==> src/rtl/bcd_seg_scan_if.sv <==
// Bus between the BCD converter/host and the 7-segment scanner.
// Digits and load strobe flow in; segment, anode and slot tick flow out.
interface bcd_seg_scan_if;
  logic       load;
  logic [3:0] dig_hund;
  logic [3:0] dig_tens;
  logic [3:0] dig_ones;
  logic [6:0] seg;
  logic [2:0] an;
  logic       slot_tick;

  modport master (
    output load, dig_hund, dig_tens, dig_ones,
    input  seg, an, slot_tick
  );

  modport slave (
    input  load, dig_hund, dig_tens, dig_ones,
    output seg, an, slot_tick
  );
endinterface

==> src/rtl/bcd_seg_scan.sv <==
// Time-multiplexed 3-digit 7-segment driver with dead-time blanking,
// leading-zero suppression and a dash for non-BCD nibbles.
module bcd_seg_scan #(
  parameter int unsigned CLK_DIV    = 50000,
  parameter int unsigned DEAD       = 2,
  parameter int unsigned ACTIVE_LOW = 1,
  parameter int unsigned BLANK_LZ   = 1
) (
  input  logic           clk,
  input  logic           rst,
  bcd_seg_scan_if.slave  bus
);

  localparam int unsigned CNT_W   = $clog2(CLK_DIV);
  localparam logic [6:0]  SEG_OFF = (ACTIVE_LOW != 0) ? 7'h7F : 7'h00;
  localparam logic [2:0]  AN_OFF  = (ACTIVE_LOW != 0) ? 3'b111 : 3'b000;

  typedef enum logic [1:0] {
    DIG_ONES = 2'd0,
    DIG_TENS = 2'd1,
    DIG_HUND = 2'd2
  } dig_e;

  logic [CNT_W-1:0] cnt, cnt_nxt;
  dig_e             idx, idx_nxt;
  logic [3:0]       sh_hund, sh_tens, sh_ones;
  logic [6:0]       seg_q, seg_nxt;
  logic [2:0]       an_q, an_nxt;
  logic             tick_q, tick_nxt;

  logic [3:0]       digit;
  logic             blank;
  logic [6:0]       seg_on;
  logic [2:0]       an_on;

  // Segment pattern {g..a}, active-high; anything above 9 shows a dash.
  function automatic logic [6:0] decode(input logic [3:0] d);
    case (d)
      4'd0:    decode = 7'b0111111;
      4'd1:    decode = 7'b0000110;
      4'd2:    decode = 7'b1011011;
      4'd3:    decode = 7'b1001111;
      4'd4:    decode = 7'b1100110;
      4'd5:    decode = 7'b1101101;
      4'd6:    decode = 7'b1111101;
      4'd7:    decode = 7'b0000111;
      4'd8:    decode = 7'b1111111;
      4'd9:    decode = 7'b1101111;
      default: decode = 7'b1000000;
    endcase
  endfunction

  // State and output registers.
  always_ff @(posedge clk or posedge rst) begin
    if (rst) begin
      cnt     <= '0;
      idx     <= DIG_ONES;
      sh_hund <= '0;
      sh_tens <= '0;
      sh_ones <= '0;
      seg_q   <= SEG_OFF;
      an_q    <= AN_OFF;
      tick_q  <= 1'b0;
    end else begin
      cnt    <= cnt_nxt;
      idx    <= idx_nxt;
      seg_q  <= seg_nxt;
      an_q   <= an_nxt;
      tick_q <= tick_nxt;
      if (bus.load) begin
        sh_hund <= bus.dig_hund;
        sh_tens <= bus.dig_tens;
        sh_ones <= bus.dig_ones;
      end
    end
  end

  // Prescaler, digit sequencing and output decode from current state.
  always_comb begin
    cnt_nxt = cnt + CNT_W'(1);
    idx_nxt = idx;
    digit   = sh_ones;
    blank   = 1'b0;
    an_on   = 3'b000;

    if (cnt == CNT_W'(CLK_DIV - 1)) begin
      cnt_nxt = '0;
      case (idx)
        DIG_ONES: idx_nxt = DIG_TENS;
        DIG_TENS: idx_nxt = DIG_HUND;
        default:  idx_nxt = DIG_ONES;
      endcase
    end
    tick_nxt = (cnt_nxt == CNT_W'(CLK_DIV - 1));

    case (idx)
      DIG_ONES: begin
        digit = sh_ones;
        an_on = 3'b001;
      end
      DIG_TENS: begin
        digit = sh_tens;
        blank = (BLANK_LZ != 0) && (sh_hund == 4'd0) && (sh_tens == 4'd0);
        an_on = 3'b010;
      end
      DIG_HUND: begin
        digit = sh_hund;
        blank = (BLANK_LZ != 0) && (sh_hund == 4'd0);
        an_on = 3'b100;
      end
      default: ;
    endcase

    seg_on = blank ? 7'b0000000 : decode(digit);

    // Dead time at the head of each slot suppresses ghosting.
    if (cnt < CNT_W'(DEAD)) begin
      seg_on = 7'b0000000;
      an_on  = 3'b000;
    end

    seg_nxt = (ACTIVE_LOW != 0) ? ~seg_on : seg_on;
    an_nxt  = (ACTIVE_LOW != 0) ? ~an_on  : an_on;
  end

  assign bus.seg       = seg_q;
  assign bus.an        = an_q;
  assign bus.slot_tick = tick_q;

endmodule
==> src/flat_wrapper.sv <==
// flat-port wrapper written by rule: the top's interface ports become plain ports
module bcd_seg_scan_flat 
#(
  parameter int unsigned CLK_DIV    = 50000,
  parameter int unsigned DEAD       = 2,
  parameter int unsigned ACTIVE_LOW = 1,
  parameter int unsigned BLANK_LZ   = 1
)
  (clk, rst, bus_load, bus_dig_hund, bus_dig_tens, bus_dig_ones, bus_seg, bus_an, bus_slot_tick);
  bcd_seg_scan_if bus_i ();
  input  logic clk;
  input  logic rst;
  input wire logic [$bits(bus_i.load)-1:0] bus_load;
  input wire logic [$bits(bus_i.dig_hund)-1:0] bus_dig_hund;
  input wire logic [$bits(bus_i.dig_tens)-1:0] bus_dig_tens;
  input wire logic [$bits(bus_i.dig_ones)-1:0] bus_dig_ones;
  output wire logic [$bits(bus_i.seg)-1:0] bus_seg;
  output wire logic [$bits(bus_i.an)-1:0] bus_an;
  output wire logic [$bits(bus_i.slot_tick)-1:0] bus_slot_tick;
  assign bus_i.load = bus_load;
  assign bus_i.dig_hund = bus_dig_hund;
  assign bus_i.dig_tens = bus_dig_tens;
  assign bus_i.dig_ones = bus_dig_ones;
  assign bus_seg = bus_i.seg;
  assign bus_an = bus_i.an;
  assign bus_slot_tick = bus_i.slot_tick;
  bcd_seg_scan #(.CLK_DIV(CLK_DIV), .DEAD(DEAD), .ACTIVE_LOW(ACTIVE_LOW), .BLANK_LZ(BLANK_LZ)) u_core (.clk(clk), .rst(rst), .bus(bus_i));
endmodule
==> config.mk <==
export PLATFORM = sky130hd
export DESIGN_NAME = bcd_seg_scan_flat
export DESIGN_NICKNAME = d
export VERILOG_FILES = /design/src/rtl/bcd_seg_scan_if.sv /design/src/rtl/bcd_seg_scan.sv /design/src/flat_wrapper.sv
export SDC_FILE = /design/constraint.sdc
export NUM_CORES = 1
export LEC_CHECK = 0
export CORE_ASPECT_RATIO = 0.9
export CORE_UTILIZATION = 60
export CTS_BUF_LIST = sky130_fd_sc_hd__clkbuf_8
export CTS_CLUSTER_DIAMETER = 100
export DETAILED_ROUTE_END_ITERATION = 12
export PLACE_DENSITY = 0.85
export SETUP_SLACK_MARGIN = 0.15
export SYNTH_ARGS = -nofsm -noshare
export SYNTH_HDL_FRONTEND = slang
export SYNTH_SLANG_ARGS = --single-unit
==> constraint.sdc <==
create_clock -name clk -period 5.2 [get_ports clk]
set_input_delay 1.04 -clock clk [delete_from_list [all_inputs] [get_ports clk]]
set_output_delay 1.04 -clock clk [all_outputs]
set_load 0.005 [all_outputs]
==> impl_metrics.yaml <==
run_status:
  status: "complete, no violations"
timing:
  setup_viol: 0
  maxSlewHeadroom_pct: 42.3
  final.period_utilization_pct: 45.1
  period_minus_slack_ps: 2350
  hold_viol: 0
  grt_setup_unrepaired: "no"
  setup-tns-final_ps: 0
  finalClockSkew_ps: 7.75
  worst_slew_pin_slew_ps: 863
  fmax_mhz: 426
  finalMaxSlewViolations: 0
critical_path:
  slowest_stage: "dfstp_2"
  crit_path_end_kind: "primary output"
  worst-path-max-fanout: 1
  critPathMaxStageDelay_ps: 530
  path_cells: "clkdlybuf4s50_1"
  crit_arrival_ps: 1310
  required_ps: 4160
  setup.worst_path.start: "u_core.bus.an[0]$_DFF_PP1_"
  crit_buf_inv: 1
  path_class: "reg -> out"
  timing.rr.start: "u_core.idx[0]$_DFFE_PP0N_"
  crit_family: "flip-flops"
  crit_path_start_kind: "flip-flop"
logic_synthesis:
  async_flop_share_pct: 100
  ys_types: 36
  synth_area_um2: 2080
  synth_common_cells: "dfrtp_1, nor2_1, nand2_1"
  yosysSeqAreaShare_pct: 49.8
  syn_nets: 213
  synth_most_common_cell: "dfrtp_1"
  synth_edf_count: 0
  synth-main-ff-cell: "dfrtp_1"
  yosys.area.top_type_share_pct: 37.2
  ys_warn_count: 0
  synth_largest_area_cell: "dfrtp_1"
  avgSynthCellArea_um2: 11.1
  synthCells: 187
  ys_ff_latch: 41
  synth.area.top_cells: "dfrtp_1, dfstp_2, ha_1"
layout:
  multiInputGateArea_um2: 993
  fin_area_um2: 2470
  layout.core_utilization_pct: 77.5
  nFillCells: 207
  area_growth_pct: 18.5
  fin_nets: 240
  drive_above_1_share_pct: 17.8
  seq_area_um2: 1040
  diodes: 0
clocking:
  cts-root-buf: "clkbuf_8"
  clkTransAtPathRegs_ps: 80
  clkLatencyLatePin_ps: 290
  cts_setup_buffers: 0
  ctsHoldBuffers: 0
  cts_tree: "built"
  h-tree-depth: 2
  clk_path_buf_depth: 2
  cts_resized: 0
  cts_sinks: 41
  cts_buffers: 5
global_routing:
  grt_overflow: 0
  grt_pass1_wl_mm: 7.07
  grt_antenna_before_repair: 0
  grt_max_degree: 42
  first_global_vias: 1516
  grt_use_total_pct: 25.6
power:
  p_total_mw: 0.673
  p_int_mw: 0.525
  p_sw_mw: 0.148
  power_density_nw_per_um2: 273
  p_leak_nw: 1.07
  ir_drop_v: 0.000232
  swShare_pct: 21.9
  seqPwrFrac_pct: 52.4
  comb_power_share_pct: 11.6
  clock_power_share_pct: 36.0
routing:
  route.vias.total: 1493
  drt_iter0_drc: 107
  drt-pass1-iter-count: 4
  routed_wl_mm: 4.04
  m1WireLength_mm: 1.79
  topRoutingLayerUsed: "met4"
  wl_met3_um: 217
  wl_per_cell_um: 15.8
  drtAntennaViolNets: 0
  dr_wl_met2_mm: 1.94
  routed_via_density: 5.83
  drc: 0
place:
  placed_area_um2: 2360
  dpl.hpwl_mm: 2.92
  port_buffers: 25
  gp_congestion: 0.879
floorplanning:
  dieWidth_um: 64.1
  pin_count: 26
  die_h_um: 57.9
  coreArea_um2: 3190
  die_area_um2: 3710
  rows: 19
  initial_core_util_pct: 65.4
hold_path:
  min_path_type: "reg -> reg"
  hold_path.startpoint: "u_core.sh_ones[2]$_DFFE_PP0P_"
job:
  maxCapViolations: 0
## logic make-up (layout without fill, tap and decap cells)
| kind of cell | after synthesis | after routing | synth area share [%] |
|---|---|---|---|
| adders and majority gates | 11 | 11 | 6.61 |
| muxes | 15 | 15 | 7.93 |
| AOI/OAI and AO/OA | 26 | 26 | 7.51 |
| and+or+nand+nor | 66 | 66 | 18.9 |
| DFF | 41 | 41 | 49.8 |
| xor gates and xnor gates | 16 | 16 | 6.73 |
| buffers and inverters | 12 | 39 | 2.46 |
## registers in the layout, summed over array words and instances, names as in the netlist
name                  count
u_core.idx                2
u_core.bus.seg            7
u_core.bus.slot_tick      1
u_core.bus.an             3
u_core.cnt               16
u_core.sh_hund            4
u_core.sh_tens            4
u_core.sh_ones            4
## through the flow
| stage | instances | worst slack (ps) | hold WS, ps |
|---|---|---|---|
| finish | 256 | 2850 | 522 |
| global route | 256 | 2720 | 538 |
| CTS | 256 | 2840 | 526 |
| detailed placement | 249 | 2820 | 506 |
| global placement | 249 | 2880 | 500 |
| floorplan | 187 | 3230 | 473 |
## worst register-to-register path: cells and delay by family (launching register included)
family                   cells  cell delay [ps]
AO/OA/AOI/OAI                3              620
AND/OR/NAND/NOR              2              170
buffers and inverters        2              260
flip-flops                   1              400
adder cells (fa/ha/maj)      2              720
## layout by cell type (no fill, tap or decap), types with 2 or more instances in the layout
cell type,netlist,layout
xnor2_1,6,6
nor4_2,2,2
a21o_1,2,2
o21a_1,2,2
ha_1,11,11
nand2_1,13,13
and3_1,3,3
o21ai_0,9,9
dfstp_2,10,10
nor3b_1,3,3
a22oi_1,3,3
nand4_1,4,4
nor4_1,4,4
nor2_1,21,21
clkbuf_8,0,5
mux2i_1,3,3
a21oi_1,7,7
inv_1,6,6
mux2_2,12,12
nor2b_1,2,2
clkdlybuf4s50_1,0,25
xor2_1,10,10
nand3_1,5,5
dfrtp_1,31,31
## final cells by class
cell class | count | area share (%)
Clock inverter | 2 | 1.42
Inverter | 6 | 0.912
Clock buffer | 5 | 2.79
Timing Repair Buffer | 26 | 10.4
Sequential cell | 41 | 42.1
Multi-Input combinational cell | 134 | 40.2
Tap cell | 42 | 2.13
## worst paths after layout
kind / to / slack [ps] / depth (start not counted)
setup / recovery: bus_an[0] / 2850 / 1
hold / removal: u_core.sh_ones[2]$_DFFE_PP0P_ / 520 / 1
setup reg to reg: u_core.bus.seg[4]$_DFF_PP1_ / 2930 / 9
hold reg to reg: u_core.sh_ones[2]$_DFFE_PP0P_ / 520 / 1
max in group asynchronous: u_core.bus.an[2]$_DFF_PP1_ / 3680 / 3
min in group asynchronous: u_core.cnt[5]$_DFF_PP0_ / 1170 / 3
## power by group through the flow
stage | logic, mW | clock network (mW) | registers (mW)
after floorplan | 0.0375 | 0 | 0.357
after global placement | 0.0723 | 0 | 0.358
after detailed placement | 0.0769 | 0 | 0.359
after CTS | 0.0779 | 0.246 | 0.353
after global routing | 0.0857 | 0.259 | 0.355
final | 0.0780 | 0.242 | 0.353
## per-layer routing
metal	GRT usage [%]	vias to the layer above
li1	-	707
met1	33.8	715
met2	41.3	59
met3	5.91	12
met4	10.8	0
met5	0	-
No activity file was read; power rests on OpenSTA's default activity.
